`src/rtl/fifo_pop_ctrl.sv`:
```
// fifo_pop_ctrl: drain stage behind the transaction-layer FIFO.
//
// Issues FIFO read strobes whenever there is guaranteed room, absorbs the
// FIFO's one-cycle registered read latency in a 2-entry skid buffer and
// presents the words as a valid/ready stream in strict FIFO order.
//
// Ports
//   clk        rising-edge clock shared with the FIFO
//   rst_n      synchronous active-low reset
//   fifo_empty FIFO empty flag
//   fifo_data  FIFO read data, valid the cycle after fifo_rd
//   fifo_rd    FIFO read strobe
//   enable     1 = new FIFO reads may be issued
//   out_valid  out_data holds a word
//   out_data   head word of the skid buffer
//   out_ready  downstream accepts the word when out_valid=1
//   word_cnt   count of delivered words (wraps)
//   busy       a read is in flight or the buffer holds data

module fifo_pop_ctrl #(
    parameter int unsigned DATA_W = 10,
    parameter int unsigned CNT_W  = 16
) (
    input  logic              clk,
    input  logic              rst_n,
    input  logic              fifo_empty,
    input  logic [DATA_W-1:0] fifo_data,
    output logic              fifo_rd,
    input  logic              enable,
    output logic              out_valid,
    output logic [DATA_W-1:0] out_data,
    input  logic              out_ready,
    output logic [CNT_W-1:0]  word_cnt,
    output logic              busy
);

    typedef enum logic [1:0] {
        OccEmpty = 2'd0,
        OccOne   = 2'd1,
        OccTwo   = 2'd2
    } occ_e;

    occ_e              occ_q, occ_d;
    logic              inflight_q, inflight_d;
    logic [DATA_W-1:0] head_q, head_d;
    logic [DATA_W-1:0] tail_q, tail_d;
    logic [CNT_W-1:0]  cnt_q, cnt_d;

    logic       pop;
    // Occupancy after this edge: occ + inflight - pop. occ + inflight never
    // exceeds 2 and pop needs occ >= 1, so 2 bits cannot wrap.
    logic [1:0] level;

    assign pop   = out_valid & out_ready;
    assign level = 2'(occ_q) + {1'b0, inflight_q} - {1'b0, pop};

    // Only read when the word returning next cycle is sure to have a slot.
    // Gated by rst_n so no strobe reaches the FIFO while it is in reset.
    assign fifo_rd = rst_n & enable & ~fifo_empty & (level < 2'd2);

    always_comb begin
        occ_d      = occ_e'(level);
        inflight_d = fifo_rd;
        head_d     = head_q;
        tail_d     = tail_q;
        cnt_d      = cnt_q;

        if (pop) begin
            head_d = tail_q;
            cnt_d  = cnt_q + CNT_W'(1);
        end

        // Returning word lands in the first free slot after any pop.
        if (inflight_q) begin
            if (occ_q == OccEmpty || (occ_q == OccOne && pop)) begin
                head_d = fifo_data;
            end else begin
                tail_d = fifo_data;
            end
        end
    end

    always_ff @(posedge clk) begin
        if (!rst_n) begin
            occ_q      <= OccEmpty;
            inflight_q <= 1'b0;
            head_q     <= '0;
            tail_q     <= '0;
            cnt_q      <= '0;
        end else begin
            occ_q      <= occ_d;
            inflight_q <= inflight_d;
            head_q     <= head_d;
            tail_q     <= tail_d;
            cnt_q      <= cnt_d;
        end
    end

    assign out_valid = (occ_q != OccEmpty);
    assign out_data  = head_q;
    assign word_cnt  = cnt_q;
    assign busy      = (occ_q != OccEmpty) | inflight_q;

endmodule

```
`config.mk`:
```
export PLATFORM = sky130hd
export DESIGN_NAME = fifo_pop_ctrl
export DESIGN_NICKNAME = d
export VERILOG_FILES = /design/src/rtl/fifo_pop_ctrl.sv
export SDC_FILE = /design/constraint.sdc
export NUM_CORES = 1
export LEC_CHECK = 0
export CORE_MARGIN = 8
export CORE_UTILIZATION = 48
export DETAILED_ROUTE_END_ITERATION = 12
export GPL_TIMING_DRIVEN = 0
export HOLD_SLACK_MARGIN = 0.1
export PLACE_DENSITY_LB_ADDON = 0.15
export SLEW_MARGIN = 15
export SYNTH_ARGS = -nofsm -noshare
export SYNTH_HDL_FRONTEND = slang
export SYNTH_SLANG_ARGS = --single-unit
```
`constraint.sdc`:
```
create_clock -name clk -period 2.4 [get_ports clk]
set_input_delay 0.6 -clock clk [delete_from_list [all_inputs] [get_ports clk]]
set_output_delay 0.6 -clock clk [all_outputs]
set_load 0.02 [all_outputs]
```
==> impl_metrics.toml <==
[outcome]
outcome = "complete, but fails checks"
violations = "negative setup slack"

[timing]
finalSetupViolations = 1
max_slew_margin_pct = 66.1
max_clock_freq_ghz = 0.413
min_setup_slack_post_route_ps = -18.9
hold_violations = 0
finClkSkew_ps = 8.43
timing_max_transition_violations_final = 0
final.min_clock_period_ps = 2420
rsz0062_at_grt = "true"
worst_pin_slew_ps = 508
finalCritPeriodShare_pct = 101

[pwr]
power.density_mw_per_mm2 = 670
internal_power_w = 0.00107
vdd_ir_drop_max_mv = 0.366
combinational_share_of_power_pct = 31.9
clkPwrFrac_pct = 21.3
p_sw_share_pct = 31.1
power.sequential.fraction_pct = 46.8
leakagePower_nw = 0.996
netSwitchingPower_w = 0.000483

[floorplanning]
die_height_um = 75.4
floorplan.initialDensity_pct = 50.4
die_width_um = 75.4
core-area_mm2 = 0.00336
num_rows = 21
floorplan.die_area_mm2 = 0.00569
design.portCount = 44

[global_routing]
grt_pass1_wl_mm = 6.61
antenna_found_initial = 0
first_global_vias = 1435
maximum_number_of_pins_on_one_net_before_global_route_repair = 14
grtUsageTotal_pct = 15.2
grt.overflow.total = 0

[placement]
numPortBuffers = 43
place.detailed.instances = 267
globalplace.congestion = 0.783
dp_hpwl_mm = 2.89

[cts]
clock-sinks = 39
clock_tree_from_tritoncts = "done"
clkSlewWorstSetupHoldPaths_ps = 110
insertion_delay_ps = 340
htree_num_levels = 2
ctsRootBufferMaster = "clkbuf_4"
cts-root-to-sink-buffers = 2
tritoncts.num_buffers = 5

[detailed_routing]
post_drt_via_cell_ratio = 5.22
vias = 1456
detailedRoute.firstIterationViolations = 101
post-route-drc-count = 0
totalWireLength_mm = 4.04
antenna_left = 0
drt-pass1-iter-count = 4
avgRoutedWirePerCell_um = 14.5

[synthesis]
syn-mean-instance-area_um2 = 9.52
synth.distinct_cells = 31
yosysWarningCount = 0
yosysSeqAreaShare_pct = 46.1
post_synth_inst_count = 178
postSynthRegisterBits = 39
synth_area_mm2 = 0.00169
synthesis.nets = 195

[cells_and_area]
final_net_count = 249
fin_cells = 279
antennaDiodeCount = 0
most_common_cell_after_layout_fill_and_taps_aside = "clkdlybuf4s50_1"
syn2layout_area_growth_pct = 36.6
layout_common_cells = "clkdlybuf4s50_1, dfxtp_1, nor2_1, mux2i_1, nand2_1"
utilization_pct = 68.8
layout-drive-gt1-share_pct = 12.0

[setup_path]
worst-path-max-fanout = 6
cp_data_arrival_time_ps = 1820
critical-path-slowest-cell = "clkdlybuf4s15_2"
worstSetupStartpointType = "primary input"
critPathBufInv = 3
critical-path-top-delay-family = "buffers and inverters"
timing.setup.critical_path_class = "primary input to output port"
worst_setup_path_end_kind = "output port"
critical_path.cell_chain = "clkdlybuf4s15_2 > nand2_4 > buf_12 > xnor2_2 > ha_2 > xnor2_2 > nor3_2 > buf_4"
max_stage_delay_ps = 260
timing.critical_path.mode_cell = "xnor2_2"
cp.required_ps = 1800

[run]
drv_cap = 0

[min_path]
hold_path.class = "flip-flop to flip-flop"
## sequential cells by signal (all words and copies together) (netlist names)
register / flops
out_data: 10
tail_q: 10
occ_q: 2
inflight_q: 1
word_cnt: 16
## synth_stat cells, drive strengths merged
cell type	count	share of area [%]
nand4	4	1.5
buf	3	1.5
inv	1	0.22
or2	1	0.52
o311ai	1	0.52
or3b	1	0.52
nor3	4	1.2
nor2b	1	0.37
nor2	30	6.6
or3	3	1.1
nor4	4	1.5
o41ai	1	0.52
o211ai	1	0.74
xnor2	5	2.6
mux2i	24	14
and4	1	0.52
xor2	6	3.1
and4bb	1	0.74
a21oi	3	0.89
a211oi	10	4.4
nand2	13	3.0
ha	2	1.5
nand3	2	0.59
o2111a	1	0.66
clkbuf	5	1.1
and2	3	1.1
o21ai	3	0.89
nand2b	5	1.8
dfxtp	39	46
## stage by stage
stage | hold WS (ps) | TNS (ps) | setup WS (ps) | total power [W] | instance area, µm²
detailed placement | 466 | -1040 | -1040 | 0.00117 | 2190
finish | 476 | -18.9 | -18.9 | 0.00155 | 2310
CTS | 483 | -18.1 | -18.1 | 0.00157 | 2310
floorplan | 463 | 0 | 135 | 0.000998 | 1700
global placement | 455 | -998 | -998 | 0.00115 | 2190
global route | 523 | -109 | -109 | 0.00164 | 2310
## cells by family (layout without fill, tap and decap cells)
group | after synthesis | in the layout | share of synthesized area [%]
simple gates | 73 | 73 | 21.1
flops | 39 | 39 | 46.1
fa+ha+maj | 2 | 2 | 1.48
mux | 24 | 24 | 14.2
xor+xnor | 11 | 11 | 5.69
buf+inv | 9 | 64 | 2.81
compound gates | 20 | 20 | 8.64
## power by group through the flow
| stage | clock network [W] | registers [W] | logic, W |
|---|---|---|---|
| 2_1_floorplan | 0 | 0.000774 | 0.000225 |
| 6_report | 0.000330 | 0.000726 | 0.000495 |
| 5_1_grt | 0.000369 | 0.000731 | 0.000536 |
| 3_3_place_gp | 0 | 0.000744 | 0.000410 |
| 4_1_cts | 0.000344 | 0.000726 | 0.000498 |
| 3_5_place_dp | 0 | 0.000748 | 0.000417 |
## tightest hold or removal path: cells and delay by family, from the launching register on
kind	cells	cell delay, ps
DFF	1	330
and+or+nand+nor	1	50
muxes	1	50
## path summary, 6_finish.rpt
| path | from | endpoint | slack, ps | depth (start not counted) |
|---|---|---|---|---|
| min reg2reg | word_cnt[15] | word_cnt[15] | 480 | 2 |
| max | out_ready | fifo_rd | -20 | 8 |
| max reg2reg | occ_q[0] | out_data[2] | 800 | 6 |
| min | word_cnt[15] | word_cnt[15] | 480 | 2 |
## final cells by class
cell class,count,area [µm²]
buffer,7,45.0
clock buffer,5,37.5
clock inverter,3,20.0
fill,298,1050
inverter,1,3.75
multi-input combinational,130,893
sequential,39,788
tap,46,57.6
timing repair buffer,48,469
## repair_timing
item,4_1_cts,5_1_grt
resized for setup,17,1
cloned,0,0
hold buffers,0,0
pin swaps,5,0
setup endpoints to repair,1,2
setup buffers,5,0
## per-layer routing
| layer | up-vias | share of wire, % | global-route usage (%) |
|---|---|---|---|
| li1 | 732 | - | - |
| met3 | 5 | 6.1 | 5.39 |
| met2 | 27 | 47 | 25.0 |
| met4 | 0 | 1.4 | 7.04 |
| met5 | - | 0 | 0 |
| met1 | 692 | 45 | 17.1 |
(Power assumes the default switching activity.)
